## config.mk

```make
export PLATFORM = sky130hd
export DESIGN_NAME = note_sequencer
export DESIGN_NICKNAME = d
export VERILOG_FILES = /design/src/rtl/note_seq_pkg.sv /design/src/rtl/song_rom.sv /design/src/rtl/note_sequencer.sv
export SDC_FILE = /design/constraint.sdc
export NUM_CORES = 1
export LEC_CHECK = 0
export CORE_MARGIN = 4
export CORE_UTILIZATION = 64
export DETAILED_ROUTE_END_ITERATION = 7
export HOLD_SLACK_MARGIN = 0.06
export PLACE_DENSITY = 0.85
export REMOVE_ABC_BUFFERS = 1
export SLEW_MARGIN = 40
export SYNTH_ARGS = -nofsm -noshare
export SYNTH_HDL_FRONTEND = slang
export SYNTH_SLANG_ARGS = --single-unit
```

## constraint.sdc

```tcl
create_clock -name clock -period 3.44 [get_ports clock]
set_input_delay 0.344 -clock clock [delete_from_list [all_inputs] [get_ports clock]]
set_output_delay 0.344 -clock clock [all_outputs]
set_load 0.02 [all_outputs]
```

## src/rtl/note_seq_pkg.sv

```systemverilog
// Shared definitions for the note sequencer: note codes understood by sound_controller,
// song ROM entry layout and the sequencer state encoding.
package note_seq_pkg;

  localparam int ENTRY_W   = 9;
  localparam int NOTE_LSB  = 0;
  localparam int NOTE_W    = 4;
  localparam int BEATS_LSB = 4;
  localparam int BEATS_W   = 4;
  localparam int REST_BIT  = 8;

  // A zero beat count marks the end of the song.
  localparam logic [BEATS_W-1:0] BEATS_END = 4'd0;

  localparam logic [NOTE_W-1:0] NOTE_C4  = 4'h0;
  localparam logic [NOTE_W-1:0] NOTE_D4  = 4'h1;
  localparam logic [NOTE_W-1:0] NOTE_E4  = 4'h2;
  localparam logic [NOTE_W-1:0] NOTE_F4  = 4'h3;
  localparam logic [NOTE_W-1:0] NOTE_G4  = 4'h4;
  localparam logic [NOTE_W-1:0] NOTE_A4  = 4'h5;
  localparam logic [NOTE_W-1:0] NOTE_B4  = 4'h6;
  localparam logic [NOTE_W-1:0] NOTE_C5  = 4'h7;
  localparam logic [NOTE_W-1:0] NOTE_D5  = 4'h8;
  localparam logic [NOTE_W-1:0] NOTE_E5  = 4'h9;
  localparam logic [NOTE_W-1:0] NOTE_F5  = 4'hA;
  localparam logic [NOTE_W-1:0] NOTE_G5  = 4'hB;
  localparam logic [NOTE_W-1:0] NOTE_CS4 = 4'hC;
  localparam logic [NOTE_W-1:0] NOTE_DS4 = 4'hD;
  localparam logic [NOTE_W-1:0] NOTE_FS4 = 4'hE;
  localparam logic [NOTE_W-1:0] NOTE_GS4 = 4'hF;

  typedef enum logic [2:0] {
    ST_IDLE  = 3'd0,
    ST_FETCH = 3'd1,
    ST_PLAY  = 3'd2,
    ST_GAP   = 3'd3,
    ST_DONE  = 3'd4
  } state_t;

  function automatic logic [ENTRY_W-1:0] make_entry(input logic rest,
                                                    input logic [BEATS_W-1:0] beats,
                                                    input logic [NOTE_W-1:0] code);
    return {rest, beats, code};
  endfunction

endpackage

```

## src/rtl/song_rom.sv

```systemverilog
// Synchronous-read song ROM, 2^ADDR_W entries of 9 bits. Contents come from ROM_IMAGE
// (entry k at bits [9k +: 9]), which synthesises to a constant ROM.
module song_rom
  import note_seq_pkg::*;
#(
  parameter int ADDR_W = 6,
  parameter logic [ENTRY_W*(2**ADDR_W)-1:0] ROM_IMAGE = '0
) (
  input  logic                clock,
  input  logic [ADDR_W-1:0]   i_addr,
  output logic [ENTRY_W-1:0]  o_data
);

  logic [ENTRY_W-1:0] w_mem [2**ADDR_W];
  logic [ENTRY_W-1:0] r_data;

  for (genvar k = 0; k < 2**ADDR_W; k++) begin : g_mem
    assign w_mem[k] = ROM_IMAGE[k*ENTRY_W +: ENTRY_W];
  end

  always_ff @(posedge clock) begin
    r_data <= w_mem[i_addr];
  end

  assign o_data = r_data;

endmodule

```

## src/rtl/note_sequencer.sv

```systemverilog
// Song playback engine feeding sound_controller: walks the song ROM under a beat timer,
// with a silent gap closing each note. Define NOTE_SEQ_LOOP_EN to loop the song at its end marker.
module note_sequencer
  import note_seq_pkg::*;
#(
  parameter int BEAT_CYCLES = 12_500_000,
  parameter int GAP_CYCLES  = 1_000_000,
  parameter int ADDR_W      = 6,
  parameter logic [ENTRY_W*(2**ADDR_W)-1:0] ROM_IMAGE = '0
) (
  input  logic              clock,
  input  logic              resetn,
  input  logic              start,
  input  logic              stop,
  input  logic              pause,
  output logic [3:0]        note,
  output logic              make_sound,
  output logic              playing,
  output logic              beat_tick,
  output logic [ADDR_W-1:0] note_index,
  output logic              song_done,
  output state_t            o_dbg_state
);

  localparam int REM_W  = $clog2(15 * BEAT_CYCLES);
  localparam int BEAT_W = $clog2(BEAT_CYCLES);
  localparam logic [REM_W-1:0]  GAP_VAL   = REM_W'(GAP_CYCLES);
  localparam logic [BEAT_W-1:0] BEAT_LAST = BEAT_W'(BEAT_CYCLES - 1);
  localparam logic [31:0]       BEAT_U    = 32'(BEAT_CYCLES);

  state_t              r_state, w_state_next;
  logic                r_start;
  logic [ADDR_W-1:0]   r_addr, w_addr_next;
  logic [REM_W-1:0]    r_rem, w_rem_next, w_rem_load;
  logic [BEAT_W-1:0]   r_beat, w_beat_next;
  logic [NOTE_W-1:0]   r_note, w_note_next;
  logic                r_rest, w_rest_next;
  logic                r_make_sound, w_make_sound_next;
  logic                r_playing, w_playing_next;
  logic                r_beat_tick, w_tick_next;
  logic                r_song_done, w_done_next;
  logic                w_paused;
  logic [ENTRY_W-1:0]  w_rom_data;
  logic [NOTE_W-1:0]   w_rom_note;
  logic [BEATS_W-1:0]  w_rom_beats;
  logic                w_rom_rest;

  // The ROM is addressed with the next address so the entry is ready during FETCH.
  song_rom #(
    .ADDR_W    (ADDR_W),
    .ROM_IMAGE (ROM_IMAGE)
  ) u_song_rom (
    .clock  (clock),
    .i_addr (w_addr_next),
    .o_data (w_rom_data)
  );

  assign w_rom_note  = w_rom_data[NOTE_LSB +: NOTE_W];
  assign w_rom_beats = w_rom_data[BEATS_LSB +: BEATS_W];
  assign w_rom_rest  = w_rom_data[REST_BIT];
  assign w_rem_load  = REM_W'(32'(w_rom_beats) * BEAT_U - 32'd1);
  assign w_paused    = pause && ((r_state == ST_PLAY) || (r_state == ST_GAP));

  always_ff @(posedge clock or negedge resetn) begin
    if (!resetn) begin
      r_state      <= ST_IDLE;
      r_start      <= 1'b0;
      r_addr       <= '0;
      r_rem        <= '0;
      r_beat       <= '0;
      r_note       <= '0;
      r_rest       <= 1'b0;
      r_make_sound <= 1'b0;
      r_playing    <= 1'b0;
      r_beat_tick  <= 1'b0;
      r_song_done  <= 1'b0;
    end else begin
      r_state      <= w_state_next;
      r_start      <= start && !stop;
      r_addr       <= w_addr_next;
      r_rem        <= w_rem_next;
      r_beat       <= w_beat_next;
      r_note       <= w_note_next;
      r_rest       <= w_rest_next;
      r_make_sound <= w_make_sound_next;
      r_playing    <= w_playing_next;
      r_beat_tick  <= w_tick_next;
      r_song_done  <= w_done_next;
    end
  end

  always_comb begin
    w_state_next = r_state;
    if (stop) begin
      w_state_next = ST_IDLE;
    end else begin
      case (r_state)
        ST_IDLE, ST_DONE: if (r_start) w_state_next = ST_FETCH;
        ST_FETCH: begin
          if (w_rom_beats == BEATS_END) begin
`ifdef NOTE_SEQ_LOOP_EN
            w_state_next = ST_FETCH;
`else
            w_state_next = ST_DONE;
`endif
          end else begin
            w_state_next = ST_PLAY;
          end
        end
        // With no gap configured, the note ends straight from PLAY.
        ST_PLAY: if (!pause && (r_rem == GAP_VAL))
          w_state_next = (GAP_CYCLES == 0) ? ST_FETCH : ST_GAP;
        ST_GAP: if (!pause && (r_rem == '0)) w_state_next = ST_FETCH;
        default: w_state_next = ST_IDLE;
      endcase
    end
  end

  always_comb begin
    w_addr_next = r_addr;
    w_rem_next  = r_rem;
    w_beat_next = r_beat;
    w_note_next = r_note;
    w_rest_next = r_rest;
    w_tick_next = 1'b0;
    w_done_next = 1'b0;
    if (stop) begin
      w_addr_next = '0;
      w_rem_next  = '0;
      w_beat_next = '0;
    end else begin
      case (r_state)
        ST_IDLE, ST_DONE: if (r_start) w_addr_next = '0;
        ST_FETCH: begin
          w_beat_next = '0;
          if (w_rom_beats == BEATS_END) begin
            w_done_next = 1'b1;
`ifdef NOTE_SEQ_LOOP_EN
            w_addr_next = '0;
`endif
          end else begin
            w_note_next = w_rom_note;
            w_rest_next = w_rom_rest;
            w_rem_next  = w_rem_load;
          end
        end
        ST_PLAY, ST_GAP: begin
          if (!pause) begin
            if (r_rem != '0) w_rem_next = r_rem - REM_W'(1);
            if (w_state_next == ST_FETCH) w_addr_next = r_addr + ADDR_W'(1);
            if (r_beat == BEAT_LAST) begin
              w_beat_next = '0;
              w_tick_next = 1'b1;
            end else begin
              w_beat_next = r_beat + BEAT_W'(1);
            end
          end
        end
        default: ;
      endcase
    end
    w_make_sound_next = (w_state_next == ST_PLAY) && !w_rest_next && !w_paused;
    w_playing_next    = (w_state_next == ST_FETCH) || (w_state_next == ST_PLAY) ||
                        (w_state_next == ST_GAP);
  end

  assign note        = r_note;
  assign make_sound  = r_make_sound;
  assign playing     = r_playing;
  assign beat_tick   = r_beat_tick;
  assign note_index  = r_addr;
  assign song_done   = r_song_done;
  assign o_dbg_state = r_state;

endmodule

```

## Word-level counts from Yosys, hierarchy flattened

Memory sizes are Yosys's and may differ from the RTL's. A register that Yosys moved wholly into a read port is not among the register bits.
Index checks and enable logic that the tools add are counted.

| storage, ports and cells | value |
|---|---|
| register bits after elaboration | 71 |
| memory bits (read-only) | 576 |
| output and inout port bits | 17 |
| word-level logic and storage cells | 85 |
| memories | 1 |

Memory list:

| name | words | width | read ports | clocked after memory_dff | wr ports | RTL line | source |
|---|---|---|---|---|---|---|---|
| (name not given) | 64 | 9 | 1 | 1 | 0 | song_rom.sv:22 | `r_data <= w_mem[i_addr];` |

| operators by class | value |
|---|---|
| $add $sub $neg | 4 |
| $mul | 1 |
| eq/ne operators | 12 |
| mux-type cells | 30 |
| bitwise logic cells | 3 |
| reduce and logical (&&, ||, !) cells | 23 |

Operator list:

| cell | number |
|---|---|
| 2-to-1 mux 28 bit | 4 |
| 2-to-1 mux 24 bit | 3 |
| case mux 28 bit (2 select lines) | 1 |
| subtractor 28 x 1 -> 28 bit (second input constant) | 2 |
| case mux 24 bit (2 select lines) | 1 |
| == test 28 x 20 -> 1 bit (second input constant) | 1 |
| zero test 28 bit | 1 |
| nonzero test 28 bit | 1 |
| adder 24 x 1 -> 24 bit (second input constant) | 1 |
| == test 24 bit (second input constant) | 1 |
| 2-to-1 mux 6 bit | 4 |
| multiplier 4 x 19 -> 23 bit (second input constant) | 1 |
| 2-to-1 mux 3 bit | 5 |
| == test 3 x 2 -> 1 bit (second input constant) | 4 |
| case mux 3 bit (4 select lines) | 1 |
| case mux 6 bit (2 select lines) | 1 |
| 2-to-1 mux 1 bit | 10 |
| inequality test 3 bit (second input constant) | 3 |
| NOT 6 -> 7 bit | 1 |
| adder 6 x 1 -> 6 bit (second input constant) | 1 |
| == test 3 x 1 -> 1 bit (second input constant) | 2 |
| logical AND 1 bit | 6 |
| zero test 1 bit | 4 |
| zero test 4 bit | 1 |
| 9 further kinds | 13 |

## Longest topological paths before layout

Gate-level depths: netlist (run 1).

| logic depth | value |
|---|---|
| depth after elaboration | 11 |
| mapped depth | 9 |
| mapped depth without buffers | 7 |

## Hierarchy

Synthesis (run 1) repeated with hierarchy kept, for this count alone.

| unflattened totals | value |
|---|---|
| cell total of the unflattened synthesis | 685 |
| area total of the unflattened synthesis | 5650.4 um^2 |

Modules (own cells, without submodules):

| module | times used | cells each | area each (um^2) | seq. area each (um^2) |
|---|---|---|---|---|
| note_sequencer | 1 | 675 | 5579.1 | 1776.7 |
| song_rom | 1 | 10 | 71.3 | 0.0 |

## Worst setup path after synthesis (run 1)

No wires, ideal clock.

| timing | value |
|---|---|
| path kind | register -> register |
| start | reg r_rem[4] |
| end | reg r_rem[25] |
| arrival | 2.012 ns |
| required time | 3.316 ns |
| path slack | 1.304 ns |
| stages on the path, launching flop included | 7 |
| path buffers | 1 |
| period minus slack after synthesis | 2.136 ns |
| path through | dfrtp_1 > clkbuf_1 > or4_1 > nor3_2 > nand3_1 > o311a_1 > a211o_1 |

| between the ends | value |
|---|---|
| word-level cells in the longest chain between the ends | 5 |
| elaborated cells between the ends (all ways) | 8 |
| those cells by class | 1 x add/sub; 1 x eq/ne; 4 x mux; 2 x reduce/logical |

Ends and longest elaborated chain:

| what | RTL line | source |
|---|---|---|
| from (decl) | note_sequencer.sv:34 | `logic [REM_W-1:0] r_rem, w_rem_next, w_rem_load;` |
| from (signal assigned) | note_sequencer.sv:81 | `r_rem <= w_rem_next;` |
| subtractor 28 x 1 -> 28 bit | note_sequencer.sv:149 | `if (r_rem != '0) w_rem_next = r_rem - REM_W'(1);` |
| 2-to-1 mux 28 bit | note_sequencer.sv:149 |  |
| 2-to-1 mux 28 bit | note_sequencer.sv:148 | `if (!pause) begin` |
| case mux 28 bit (2 select lines) | note_sequencer.sv:132 | `case (r_state)` |
| 2-to-1 mux 28 bit | note_sequencer.sv:127 | `if (stop) begin` |

Several ways; a longest one is shown, not always the timed one. The select of a mux whose other input is x is not followed.
A chain may end at the register's enable or synchronous reset.

## Final worst setup path (run 1)

| timing | value |
|---|---|
| start | reg r_rem[12] |
| end | reg r_rem[23] |

Same word-level chain as after synthesis.

==> results of run 1 <==
==> stage by stage <==
stage / instance area [µm²] / worst slack, ps / instances
finish: 4180 / 877 / 501
global route: 4180 / 746 / 501
CTS: 4180 / 960 / 501
detailed placement: 3970 / 711 / 484
global placement: 3960 / 765 / 484
floorplan: 3660 / 1040 / 388
==> sequential cells by signal, indices dropped and copies added (netlist names) <==
signal	flops
beat_tick	1
make_sound	1
note_index	6
o_dbg_state	3
playing	1
r_beat	24
r_rem	28
r_start	1
song_done	1
==> critical path: cells and delay by family, from the launching register on <==
family	cells	cell delay (ps)
and+or+nand+nor	3	1340
AOI/OAI and AO/OA	2	460
buffers and inverters	1	280
DFF	1	440
==> final timing paths <==
check                                end  cells after the start          start
max in group asynchronous       r_rem[2]                      3         resetn
setup reg to reg               r_rem[23]                      6      r_rem[12]
hold / removal             note_index[5]                      1  note_index[5]
hold reg to reg            note_index[5]                      1  note_index[5]
setup / recovery               r_rem[23]                      6      r_rem[12]
min in group asynchronous       r_rem[4]                      2         resetn
==> layout make-up <==
cell class	count	area, µm²	share of cell area, %
multi-input combinational	312	1970	47.1
sequential	66	1650	39.5
timing repair buffer	25	228	5.44
clock buffer	12	155	3.71
tap	72	90.1	2.15
clock inverter	4	50.0	1.20
inverter	10	37.5	0.897
==> logic make-up (layout without fill, tap and decap cells) <==
family	after synthesis	after routing	share of synthesized area, %
other	1	4	0.0999
AOI/OAI and AO/OA	97	97	17.8
buffers and inverters	33	51	3.90
DFF	66	66	44.0
adders and majority gates	4	4	1.33
xor gates and xnor gates	15	15	3.50
muxes	3	3	0.800
and+or+nand+nor	189	189	28.5
==> routing by layer <==
| metal | global-route usage, % | part of all wire [%] | vias up |
|---|---|---|---|
| met5 | 0 | 0 | - |
| met2 | 38.6 | 44 | 199 |
| met1 | 38.7 | 44 | 1649 |
| li1 | - | - | 1557 |
| met3 | 5.10 | 8.8 | 34 |
| met4 | 10.6 | 2.8 | 0 |
==> cell usage in the layout (no fill, tap or decap), types with 3 or more instances in the layout <==
cell,netlist,layout
dfrtp_1,66,66
nor2_1,31,31
nand2_1,31,31
a21oi_1,22,22
nand3_1,21,21
o21ai_0,18,18
nor3_1,17,17
clkdlybuf4s50_1,0,16
nor4_1,12,12
or3_1,11,11
clkbuf_8,0,11
xnor2_1,10,10
inv_1,9,9
nand4_1,9,9
or4_1,8,8
buf_4,4,7
o311ai_0,6,6
nand2b_1,5,5
and3_1,5,5
and2_1,5,5
xor2_1,5,5
o31ai_1,5,5
nor3b_1,4,4
nor2b_1,4,4
nand4b_1,4,4
o211ai_1,4,4
a21o_1,4,4
a31oi_1,4,4
ha_1,4,4
conb_1,1,4
nor4_2,3,3
or2_2,3,3
o21ai_1,3,3
o211a_1,3,3
a211o_1,3,3
o32ai_1,3,3
mux2i_1,3,3
==> power by group <==
part	internal, mW	switching (mW)
combinational	0.0166	0.0477
sequential	0.778	0.00271
clock	0.373	0.302
==> impl_metrics.toml, run 1 <==
[status]
status = "finished clean"

[setup_path]
arrival_ps = 2850
required_ps = 3730
slowest_stage = "nor4_2"
max_stage_delay_ps = 560
path_cells = "nor4_2 -> nand4_1 -> o21ai_1 -> buf_4 -> and2_1 -> a221o_1"
reg2reg_setup_slack_ps = 880
timing.setup.critical_path_class = "register to register"
crit_path_max_fanout = 22
critPathLaunchType = "register"
cp-end-kind = "register"

[sta]
slew_violations = 0
fmax_mhz = 390
finalHoldViolations = 0
finalSetupTns_ps = 0
timing.final.crit_period_ps = 2560
fin_hold_ws_ps = 512
period_share_pct = 74.5
rsz0062_at_grt = "false"
setup-violations-final = 0
slew_headroom_pct = 50.5
skew_ps = 9.43
worst_pin_slew_ps = 737

[routing]
postRouteAntennaNets = 0
vias_per_cell = 6.86
wl_per_cell_um = 18.1
drc_errors = 0
firstDrtPassIters = 5
drt_iter0_drc = 449
wirelength_mm = 9.05
vias = 3439

[pwr]
cellPowerDensity_mw_per_mm2 = 363
p_leak_nw = 1.90
total_power_mw = 1.52
ir_worst_vdd_uv = 233

[floorplanning]
die_area_mm2 = 0.00715
die_w_um = 84.6
io_pins = 22
row_count = 27
die_h_um = 84.6
core_area_mm2 = 0.00561
initial_utilization_pct = 66.9

[min_path]
hp-class = "register to register"

[placement]
gp_congestion = 0.913
dp_hpwl_mm = 6.21
port_buffers = 17

[clock_tree]
clock_latency_ps = 350
numClockSinks = 66
numCtsBuffers = 9
cts_tree = "yes"
htree_levels = 3
clockBufferDepth = 2
cts.clk_slew.worst_paths_ps = 80
holdBufCountCts = 1
cts-root-buf = "clkbuf_8"
cts_resized = 0
post_cts_buffers = 0

[logic_synthesis]
async_flop_share_pct = 100
synth_largest_area_cell = "dfrtp_1"
synth.distinct_cells = 68
synth_warnings = 0
synth_top_area_share_pct = 44.0
yosysMostFrequentCell = "dfrtp_1"
ys_top_cells_by_count = "dfrtp_1, nand2_1, nor2_1"
ys_seq_area_share_pct = 44.0
synth_area_mm2 = 0.00375
synthCells = 408
synthTopCellsByArea = "dfrtp_1, nand2_1, nor2_1, a21oi_1, nand3_1"
avgSynthCellArea_um2 = 9.20
synth_edf_count = 0
synthFlopType = "dfrtp_1"
ys_ff_latch = 66

[final_layout]
area_growth_syn_to_layout_pct = 11.4
nNetsFinal = 433
fillers = 393
diodes = 0
utilization_pct = 74.6
final_layout_size_suffix_gt1_share_pct = 10.0

[global_routing]
grt_max_degree = 38
grt_antenna_before_repair = 0
grt_use_total_pct = 26.4
grt_pass1_wl_mm = 15.5
grt_pass1_vias = 3232
grt_overflow = 0

[run]
max_cap_viol_count = 0
Note: power is estimated with default switching activity, not from simulation.
==> run 2, diff against run 1 <==
--- a/config.mk
+++ b/config.mk
@@ -6,10 +6,10 @@
 export NUM_CORES = 1
 export LEC_CHECK = 0
 export CORE_MARGIN = 4
-export CORE_UTILIZATION = 64
+export CORE_UTILIZATION = 60
 export DETAILED_ROUTE_END_ITERATION = 7
 export HOLD_SLACK_MARGIN = 0.06
-export PLACE_DENSITY = 0.85
+export PLACE_DENSITY = 0.8
 export REMOVE_ABC_BUFFERS = 1
 export SLEW_MARGIN = 40
 export SYNTH_ARGS = -nofsm -noshare
==> constraint.sdc (replaced) <==
create_clock -name clock -period 2.4 [get_ports clock]
set_input_delay 0.24 -clock clock [delete_from_list [all_inputs] [get_ports clock]]
set_output_delay 0.24 -clock clock [all_outputs]
set_load 0.02 [all_outputs]
==> impl_metrics.toml, run 2 (synthesis gave the netlist of run 1 again) <==
[routing]
postRouteAntennaNets = 0
vias_per_cell = 6.48
drt_iter0_drc = 287
wirelength_mm = 9.08
drc_errors = 0
wl_per_cell_um = 17.3
vias = 3397
firstDrtPassIters = 5

[sta]
slew_violations = 0
layout_setup_ws_ps = 79.4
fmax_mhz = 431
fin_hold_ws_ps = 461
finalHoldViolations = 0
period_share_pct = 96.7
timing.final.crit_period_ps = 2320
finalSetupTns_ps = 0
rsz0062_at_grt = "false"
setup-violations-final = 0
worst_pin_slew_ps = 721
slew_headroom_pct = 51.5
skew_ps = 6.90

[setup_path]
worst-path-stages = 8
worstReg2RegStart = "r_rem[0]"
timing.setup.critical_path_class = "register to register"
required_ps = 2680
cp-end-kind = "register"
critPathLaunch = "r_rem[0]"
max_stage_delay_ps = 610
reg2reg_setup_slack_ps = 80
rr_worst_depth = 8
path_cells = "inv_1 -> ha_1 -> nor3b_1 -> nand4_1 -> or4b_1 -> buf_4 -> nor3_1 -> a21o_1"
cpLargestDelayFamily = "simple AND/OR/NAND/NOR gates"
slowest_stage = "or4b_1"
critPathLaunchType = "register"
arrival_ps = 2600
crit_path_max_fanout = 4
crit_buf_inv = 2

[placement]
gp_congestion = 0.853
placed_area_mm2 = 0.00414
post-place-ws_ps = 118
dp_hpwl_mm = 6.39
port_buffers = 17
dp.cells = 506

[floorplanning]
core_area_mm2 = 0.00599
initial_utilization_pct = 62.7
die_w_um = 87.1
die_h_um = 87.1
row_count = 28
io_pins = 22
die_area_mm2 = 0.00759

[clock_tree]
numClockSinks = 66
htree_levels = 3
numCtsBuffers = 9
clockBufferDepth = 2
clock_latency_ps = 340
cts_tree = "yes"
cts.clk_slew.worst_paths_ps = 70
cts-root-buf = "clkbuf_8"

[pwr]
cellPowerDensity_mw_per_mm2 = 473
p_leak_nw = 2.00
ir_worst_vdd_uv = 337

[min_path]
hp-start = "start"
hold_depth = 2
hp-class = "primary input to register"

[final_layout]
diodes = 0
final_cell_mix = "dfrtp_1, nor2_1, nand2_1, buf_4, a21oi_1"
largest-register = "r_rem"
layout_commonest_cell = "dfrtp_1"
nNetsFinal = 453
final_cell_area_mm2 = 0.00433
final_layout_size_suffix_gt1_share_pct = 13.8
area_growth_syn_to_layout_pct = 15.4
final_cells = 524
largest_register_ffs = 28

[global_routing]
grt_pass1_vias = 3143
grt_max_degree = 38
grt_use_total_pct = 25.4
grt_pass1_wl_mm = 15.2
grt_overflow = 0
grt_antenna_before_repair = 0

[run]
max_cap_viol_count = 0

[status]
status = "finished clean"
-- run 2: cell count changes in the layout (fill, tap and decap cells not counted), sizes merged --
| cell | delta |
|---|---|
| buf | +20 |
| bufinv | -1 |
| clkinvlp | +1 |
-- run 2: repair_timing --
action,CTS,global route
buffers inserted,0,1
setup endpoints to repair,0,6
resized for setup,0,1
hold buffers,1,0
hold endpoints to repair,29,0
-- run 2: final cells by class --
type,instances,area [µm²]
clock inverters,4,27.5
repair buffers,45,403
multi-input cells,312,1970
fillers,439,1660
well taps,75,93.8
inverters,10,37.5
flip-flops and latches,66,1650
clock buffers,12,145
-- run 2: worst paths after layout --
kind | endpoint
min in group asynchronous | r_rem[15]
worst min register to register | note_index[5]
worst max register to register | note_index[5]
max in group asynchronous | r_beat[23]
worst min-delay path | r_start
worst max-delay path | note_index[5]
-- run 2: metal layers --
metal  track usage, %  vias to the layer above  part of all wire [%]
met1             37.8                     1619                    46
met3             3.78                       15                   8.0
met2             38.4                      166                    45
met4             8.09                        0                   1.4
li1                 -                     1597                     -
met5                0                        -                     0
-- run 2: where the power goes --
group | switching, mW | total (mW) | internal, mW
clock | 0.428 | 0.830 | 0.402
combinational | 0.0698 | 0.101 | 0.0307
sequential | 0.00385 | 1.12 | 1.11
total | 0.501 | 2.05 | 1.55
-- run 2: through the flow --
stage	power (mW)	util [%]
after detailed placement	1.24	69.0
after CTS	2.06	72.1
after floorplan	1.18	-
after global routing	2.12	72.3
final	2.05	72.3
after global placement	1.24	69.0
